**src/rtl/rr_arbiter_if.sv**
```systemverilog
// Request/grant bundle between four requesters and the round-robin arbiter.
interface rr_arbiter_if;
  logic [3:0] req_in;
  logic [3:0] gnt_out;
  logic [1:0] gnt_id_out;
  logic       gnt_valid_out;

  modport master (
    output req_in,
    input  gnt_out,
    input  gnt_id_out,
    input  gnt_valid_out
  );

  modport slave (
    input  req_in,
    output gnt_out,
    output gnt_id_out,
    output gnt_valid_out
  );
endinterface

```
**src/rtl/rr_arbiter.sv**
```systemverilog
// Four-way round-robin arbiter with bounded grant tenure and registered outputs.
module rr_arbiter #(
  parameter int unsigned MAX_HOLD = 8
) (
  input logic         clk,
  input logic         rst,
  rr_arbiter_if.slave bus
);

  localparam int unsigned HW = $clog2(MAX_HOLD + 1);
  localparam logic [HW-1:0] MAX_HOLD_C = HW'(MAX_HOLD);
  localparam logic [HW-1:0] ONE_C      = HW'(1);

  typedef enum logic {IDLE, GRANT} state_e;

  state_e        state_q, state_d;
  logic [1:0]    ptr_q, ptr_d;
  logic [1:0]    id_q, id_d;
  logic [HW-1:0] hold_cnt_q, hold_cnt_d;
  logic [3:0]    gnt_q, gnt_d;
  logic [1:0]    gnt_id_q, gnt_id_d;
  logic          gnt_valid_q, gnt_valid_d;

  logic [1:0]    search_ptr;
  logic          win_found;
  logic [1:0]    win_idx;

  // Returns {found, index} of the first requester at or after start (mod 4).
  function automatic logic [2:0] find_winner(input logic [3:0] req,
                                             input logic [1:0] start);
    logic       found;
    logic [1:0] idx;
    logic [1:0] cand;
    found = 1'b0;
    idx   = '0;
    for (int unsigned i = 0; i < 4; i++) begin
      cand = start + 2'(i);
      if (!found && req[cand]) begin
        found = 1'b1;
        idx   = cand;
      end
    end
    return {found, idx};
  endfunction

  // A release in GRANT searches from holder+1, which is also the new ptr.
  always_comb begin
    search_ptr             = (state_q == GRANT) ? id_q + 2'd1 : ptr_q;
    {win_found, win_idx}   = find_winner(bus.req_in, search_ptr);

    state_d     = state_q;
    ptr_d       = ptr_q;
    id_d        = id_q;
    hold_cnt_d  = hold_cnt_q;
    gnt_d       = gnt_q;
    gnt_id_d    = gnt_id_q;
    gnt_valid_d = gnt_valid_q;

    case (state_q)
      IDLE: begin
        if (win_found) begin
          state_d     = GRANT;
          id_d        = win_idx;
          hold_cnt_d  = ONE_C;
          gnt_d       = 4'b0001 << win_idx;
          gnt_id_d    = win_idx;
          gnt_valid_d = 1'b1;
        end
      end
      GRANT: begin
        if (bus.req_in[id_q] && (hold_cnt_q < MAX_HOLD_C)) begin
          hold_cnt_d = hold_cnt_q + ONE_C;
        end else begin
          ptr_d = id_q + 2'd1;
          if (win_found) begin
            id_d        = win_idx;
            hold_cnt_d  = ONE_C;
            gnt_d       = 4'b0001 << win_idx;
            gnt_id_d    = win_idx;
            gnt_valid_d = 1'b1;
          end else begin
            state_d     = IDLE;
            hold_cnt_d  = '0;
            gnt_d       = '0;
            gnt_id_d    = '0;
            gnt_valid_d = 1'b0;
          end
        end
      end
      default: begin
        state_d = IDLE;
      end
    endcase
  end

  always_ff @(posedge clk) begin
    if (rst) begin
      state_q     <= IDLE;
      ptr_q       <= '0;
      id_q        <= '0;
      hold_cnt_q  <= '0;
      gnt_q       <= '0;
      gnt_id_q    <= '0;
      gnt_valid_q <= 1'b0;
    end else begin
      state_q     <= state_d;
      ptr_q       <= ptr_d;
      id_q        <= id_d;
      hold_cnt_q  <= hold_cnt_d;
      gnt_q       <= gnt_d;
      gnt_id_q    <= gnt_id_d;
      gnt_valid_q <= gnt_valid_d;
    end
  end

  assign bus.gnt_out       = gnt_q;
  assign bus.gnt_id_out    = gnt_id_q;
  assign bus.gnt_valid_out = gnt_valid_q;

endmodule
```
**src/flat_wrapper.sv**
```systemverilog
// flat-port wrapper written by rule: the top's interface ports become plain ports
module rr_arbiter_flat 
#(
  parameter int unsigned MAX_HOLD = 8
)
  (clk, rst, bus_req_in, bus_gnt_out, bus_gnt_id_out, bus_gnt_valid_out);
  rr_arbiter_if bus_i ();
  input logic clk;
  input logic rst;
  input wire logic [$bits(bus_i.req_in)-1:0] bus_req_in;
  output wire logic [$bits(bus_i.gnt_out)-1:0] bus_gnt_out;
  output wire logic [$bits(bus_i.gnt_id_out)-1:0] bus_gnt_id_out;
  output wire logic [$bits(bus_i.gnt_valid_out)-1:0] bus_gnt_valid_out;
  assign bus_i.req_in = bus_req_in;
  assign bus_gnt_out = bus_i.gnt_out;
  assign bus_gnt_id_out = bus_i.gnt_id_out;
  assign bus_gnt_valid_out = bus_i.gnt_valid_out;
  rr_arbiter #(.MAX_HOLD(MAX_HOLD)) u_core (.clk(clk), .rst(rst), .bus(bus_i));
endmodule
```
**config.mk**
```make
export PLATFORM = sky130hd
export DESIGN_NAME = rr_arbiter_flat
export DESIGN_NICKNAME = d
export VERILOG_FILES = /design/src/rtl/rr_arbiter_if.sv /design/src/rtl/rr_arbiter.sv /design/src/flat_wrapper.sv
export SDC_FILE = /design/constraint.sdc
export NUM_CORES = 1
export LEC_CHECK = 0
export CAP_MARGIN = 5
export CORE_MARGIN = 2
export CORE_UTILIZATION = 45
export DETAILED_ROUTE_END_ITERATION = 10
export GPL_ROUTABILITY_DRIVEN = 0
export GPL_TIMING_DRIVEN = 0
export PLACE_DENSITY = 0.75
export SYNTH_ARGS = -nofsm -noshare
export SYNTH_HDL_FRONTEND = slang
export SYNTH_SLANG_ARGS = --single-unit
```
**constraint.sdc**
```tcl
create_clock -name clk -period 2.6 [get_ports clk]
set_input_delay 0.78 -clock clk [delete_from_list [all_inputs] [get_ports clk]]
set_output_delay 0.78 -clock clk [all_outputs]
set_load 0.1 [all_outputs]
```
Word level (Yosys, flattened, before mapping)
Cells that the tools add are included.
Word-level totals
  bits in registers: 16
  latch bits: 0
  RAM bits: 0
  memory bits (read-only): 0
  input bits: 6
  output and inout bits: 7
  word-level logic and storage cells: 72
  memories kept: 0
Cells by class
  $add $sub $neg: 5
  $mul: 0
  divide/modulo/power cells: 0
  order comparisons: 6
  equal/unequal tests: 2
  shift operators: 1
  mux-type cells: 40
  bitwise gates (word level): 2
  reduce and logical (&&, ||, !) cells: 9
Operators with widths (count)
  2-to-1 mux 2 bit: 10
  2-to-1 mux 4 bit: 5
  case mux 4 bit (2 select lines): 2
  less-than comparator 2 x 3 -> 1 bit (second input constant): 5
  2-to-1 mux 1 bit: 14
  binary-select mux 1 bit (select 2 bit): 5
  case mux 2 bit (2 select lines): 2
  adder 2 x 1 -> 2 bit (second input constant): 2
  adder 2 bit (second input constant): 2
  adder 4 x 1 -> 4 bit (second input constant): 1
  logical AND 1 bit: 4
  less-than comparator 4 bit (second input constant): 1
  case mux 1 bit (2 select lines): 2
  AND reduction 2 bit: 2
  left shift 1 x 2 -> 4 bit (first input constant): 1
  zero test 1 bit: 3
  != test 2 x 1 -> 1 bit (second input constant): 1
  != test 2 bit (second input constant): 1
  NOT 1 bit: 2

Logic depth before layout (Yosys ltp)
  depth after elaboration: 18
  mapped depth: 7
  depth with buffers taken out: 5

Worst setup path before layout
No wires, ideal clock.
  path type: in2reg
  from: input port bus_req_in[3]
  to: register u_core.gnt_q[2] (netlist: u_core.bus.gnt_out[2])
  setup time: 0.084 ns
  arrival: 2.529 ns
  required time: 2.516 ns
  path slack: -0.014 ns
  stages: 6
  buffers on the path: 1
  cells stage by stage: mux4_2 and3_4 buf_6 or2_4 or4_4 o31ai_2
Between the ends
  cells in the longest elaborated chain, start to end: 16
  elaborated cells between the ends (all ways): 33
  classes of those cells: eq/ne (2); shift (1); mux (22); reduce/logical (8)
Ends and longest elaborated chain
  from (decl): line flat_wrapper.sv:10  | input wire logic [$bits(bus_i.req_in)-1:0] bus_req_in;
  binary-select mux 1 bit (select 2 bit): line rr_arbiter.sv:38  | if (!found && req[cand]) begin
  2-to-1 mux 1 bit (implied by the code): line rr_arbiter.sv:38
  2-to-1 mux 1 bit: line rr_arbiter.sv:38
  zero test 1 bit: line rr_arbiter.sv:38
  logical AND 1 bit: line rr_arbiter.sv:38
  2-to-1 mux 1 bit: line rr_arbiter.sv:38
  zero test 1 bit: line rr_arbiter.sv:38
  logical AND 1 bit: line rr_arbiter.sv:38
  2-to-1 mux 1 bit: line rr_arbiter.sv:38
  zero test 1 bit: line rr_arbiter.sv:38
  logical AND 1 bit: line rr_arbiter.sv:38
  2-to-1 mux 2 bit: line rr_arbiter.sv:38
  left shift 1 x 2 -> 4 bit: line rr_arbiter.sv:65, rr_arbiter.sv:78
  2-to-1 mux 4 bit: line rr_arbiter.sv:75  | if (win_found) begin
  2-to-1 mux 4 bit: line rr_arbiter.sv:71  | if (bus.req_in[id_q] && (hold_cnt_q < MAX_HOLD_C)) begin
  case mux 4 bit (2 select lines): line rr_arbiter.sv:59  | case (state_q)
  to (signal assigned): line rr_arbiter.sv:110  | gnt_q <= gnt_d;
  to (decl): line rr_arbiter.sv:20  | logic [3:0] gnt_q, gnt_d;
Parallel ways exist; a longest one is shown, timed or not. The select of a mux whose other input is x is not followed.
A chain may end at the register's enable or synchronous reset.

Final worst setup path
  from: input port bus_req_in[0]
  to: register u_core.gnt_q[2] (netlist: u_core.bus.gnt_out[2])
The elaborated chain is that of the path after synthesis.

==> Implementation_results.wiki <==
{| class="wikitable"
! Metric !! Value
|-
| Number of ports placed on the die boundary || 13
|-
| Synthesis warning total || 0
|-
| Total clock sinks || 16
|-
| Routed wire length per instance || 12.1 um
|-
| Instance count after placement with tap cells included || 129
|-
| Maximum vdd drop || 0.375 mV
|-
| Hold WC Path Type || reg -> reg
|-
| Final hold violation count || 0
|-
| Portion of the clock cycle consumed by the worst path in the final layout || 0.980
|-
| Mean area per synthesized cell || 8.69 um^2
|-
| Slew of the pin with the lowest slew margin || about 1 ns
|-
| Critical path arrival || 2.76 ns
|-
| CTS tree || built
|-
| Vias in the first global route || 675
|-
| Highest achievable clock rate || 0.392 GHz
|-
| Critical Path End Type || register
|-
| DIE AREA || between 0.002 and 0.0025 mm^2
|-
| Antenna violations before repair || 0
|-
| Gate count after technology mapping || 93
|-
| Count of inserted antenna diode cells || 0
|-
| Number of design-rule violations left by the first detailed-router iteration || 14
|-
| Initial standard-cell utilization of the core || 0.473
|-
| Detailed-route DRC error count || 0
|-
| Max-slew headroom at the worst pin || 0.351
|-
| Pwr dens || 658 mW/mm^2
|-
| Grt ovf || 0
|-
| MaxCap Viol Count || 0
|-
| Detailed Place HPWL || between 1000 and 1500 um
|-
| Horizontal extent of the die || about 46 um
|-
| Largest net degree at the start of global routing || 11
|-
| Fin Clk Skew || 0.00497 ns
|-
| Area growth from synthesis to final layout || 23.2%
|-
| Vert. Die Dim || 46.4 um
|-
| Row count || 15
|-
| Category of the critical setup timing path || in -> reg
|-
| RSZ-0062 raised after global routing || true
|-
| Final core utilization || 0.583
|-
| Peak fanout along the critical path || 7
|-
| Standard cell area after detailed placement || 950 um^2
|-
| Final setup vio count || 0
|-
| Clock root buffer || sky130_fd_sc_hd__clkbuf_4
|-
| Total vias in the final route || 729
|-
| Worst-skew pair later-pin latency || slightly below 0.3 ns
|-
| Layout net count || 117
|-
| Result of the run || completed
|-
| Post-Syn Area || between 800 and 900 um^2
|-
| Smallest hold slack || 0.454 ns
|-
| Gr usage total || 0.193
|-
| Sequential element share of the synthesized area || 0.396
|-
| Buffers on Ports || 11
|-
| Htree depth || 1
|-
| Final Power || 0.655 mW
|-
| Leading register cell type out of synthesis || sky130_fd_sc_hd__dfxtp_1
|-
| Kind of launch point of the worst setup path || primary input
|-
| Setup TNS || 0 ns
|-
| Fraction of registers with async set/reset || 0
|-
| Fraction of final layout cells sized beyond drive strength 1 || 0.165
|-
| Crit path setup slack, layout || 0.0508 ns
|-
| Post-synth EDFFs || 0
|-
| Leak Pwr || 0.404 nW
|-
| Final Instance Area || 996 um^2
|-
| Clock buffers created by TritonCTS || 3
|-
| Cts-stage hold buffer count || 0
|-
| Post-layout minimum cycle time || between 2 and 3 ns
|-
| Seq cells post-synth || 16
|-
| First-pass GRT wire length || 2880 um
|-
| Maximum number of buffers from clock root to sink || 2
|-
| Max-slew violation count || 0
|-
| Antenna violation net count after detailed routing || 0
|-
| Number of unique standard cell types used by synthesis || 36
|-
| Post-Place Setup Slack || -0.656 ns
|-
| Via/cell ratio || 5.44
|-
| Clock Pin Slew Worst Setup and Hold Paths || 0.09 ns
|-
| Total Routed Length || 1630 um
|-
| First-pass iteration count of the detailed router || 4
|-
| Number of inserted filler cells in the final layout || 166
|-
| Number of nets produced by synthesis || 100
|-
| CP required || approximately 2.8 ns
|-
| Worst-case register-to-register setup slack || 0.20 ns
|-
| Fin cells || 134
|-
| Core Area || 0.00171 mm^2
|}
## cells in the mapped netlist, types with 2 or more instances
master	number	area [um^2]
sky130_fd_sc_hd__a221oi_1	2	17.5
sky130_fd_sc_hd__o21ai_0	3	15.0
sky130_fd_sc_hd__a21oi_1	9	45.0
sky130_fd_sc_hd__nor2_1	11	41.3
sky130_fd_sc_hd__dfxtp_1	16	320
sky130_fd_sc_hd__o31ai_1	2	15.0
sky130_fd_sc_hd__mux2i_1	3	30.0
sky130_fd_sc_hd__nand2_1	8	30.0
sky130_fd_sc_hd__inv_1	5	18.8
sky130_fd_sc_hd__o211ai_1	2	15.0
sky130_fd_sc_hd__clkbuf_1	4	15.0
sky130_fd_sc_hd__nand3b_1	4	30.0
## report_power, final
part	switching [mW]	internal (mW)
sequential	0.0181	0.265
combinational	0.139	0.0684
clock	0.0792	0.0854
total	0.236	0.419
## worst max-delay path, stage by stage
cell                              delay (ns)
sky130_fd_sc_hd__clkdlybuf4s15_2        0.22
sky130_fd_sc_hd__mux4_2                 0.47
sky130_fd_sc_hd__and3_4                 0.19
sky130_fd_sc_hd__buf_6                  0.12
sky130_fd_sc_hd__or2_4                  0.24
sky130_fd_sc_hd__or4_4                  0.56
sky130_fd_sc_hd__o31ai_4                0.18
## sequential cells by signal, indices dropped and copies added, names as in the netlist
| name | count |
|---|---|
| u_core.ptr_q | 2 |
| u_core.bus.gnt_out | 4 |
| u_core.id_q | 2 |
| u_core.bus.gnt_id_out | 2 |
| u_core.hold_cnt_q | 4 |
| u_core.state_q | 1 |
| u_core.bus.gnt_valid_out | 1 |
## final cells by class
type | count | area (um^2) | area share
buffer | 5 | 26.3 | 0.0264
clock buffer | 4 | 36.3 | 0.0364
inverter | 5 | 18.8 | 0.0188
multi-input combinational | 67 | 452 | 0.454
sequential | 16 | 320 | 0.322
tap | 25 | 31.3 | 0.0314
timing repair buffer | 12 | 111 | 0.112
## cells by family after synthesis
group           after synthesis  share of synthesized area
buf+inv                      10                     0.0557
mux                           5                     0.0789
flops                        16                      0.396
fa+ha+maj                     1                     0.0155
simple gates                 35                      0.238
xor+xnor                      1                     0.0108
compound gates               25                      0.204
## layout by cell type, fill, tap and decap left out, drive strengths merged, types with 2 or more instances in the layout
| master | instances |
|---|---|
| nor2 | 11 |
| clkdlybuf4s50 | 4 |
| nand2 | 8 |
| inv | 5 |
| buf | 4 |
| or2 | 2 |
| o211ai | 2 |
| clkbuf | 9 |
| a221oi | 2 |
| mux2i | 3 |
| dlymetal6s2s | 3 |
| dfxtp | 16 |
| a21oi | 9 |
| nand3b | 4 |
| o21ai | 4 |
| o31ai | 3 |
## routing by layer
layer / global-route usage / wire length [um] / up-vias
met5: 0 / 0 / -
met4: 0.126 / 34 / 0
met3: 0.0588 / 112 / 6
met2: 0.292 / 729 / 24
met1: 0.235 / 752 / 331
li1: - / - / 368
## path summary, 6_finish.rpt
check | startpoint | to | depth (start not counted)
setup / recovery | bus_req_in[0] | u_core.bus.gnt_out[2] | 7
hold / removal | u_core.bus.gnt_id_out[0] | u_core.bus.gnt_id_out[0] | 2
setup reg to reg | u_core.id_q[1] | u_core.bus.gnt_out[2] | 6
hold reg to reg | u_core.bus.gnt_id_out[0] | u_core.bus.gnt_id_out[0] | 2
## repair_timing
item | in CTS | in global routing
pin swaps | 2 | 1
resized for setup | 12 | 6
endpoints found under the hold margin | 0 | 0
setup buffers | 1 | 0
endpoints found under the setup margin | 6 | 4
Note: power is estimated with default switching activity, not from simulation.
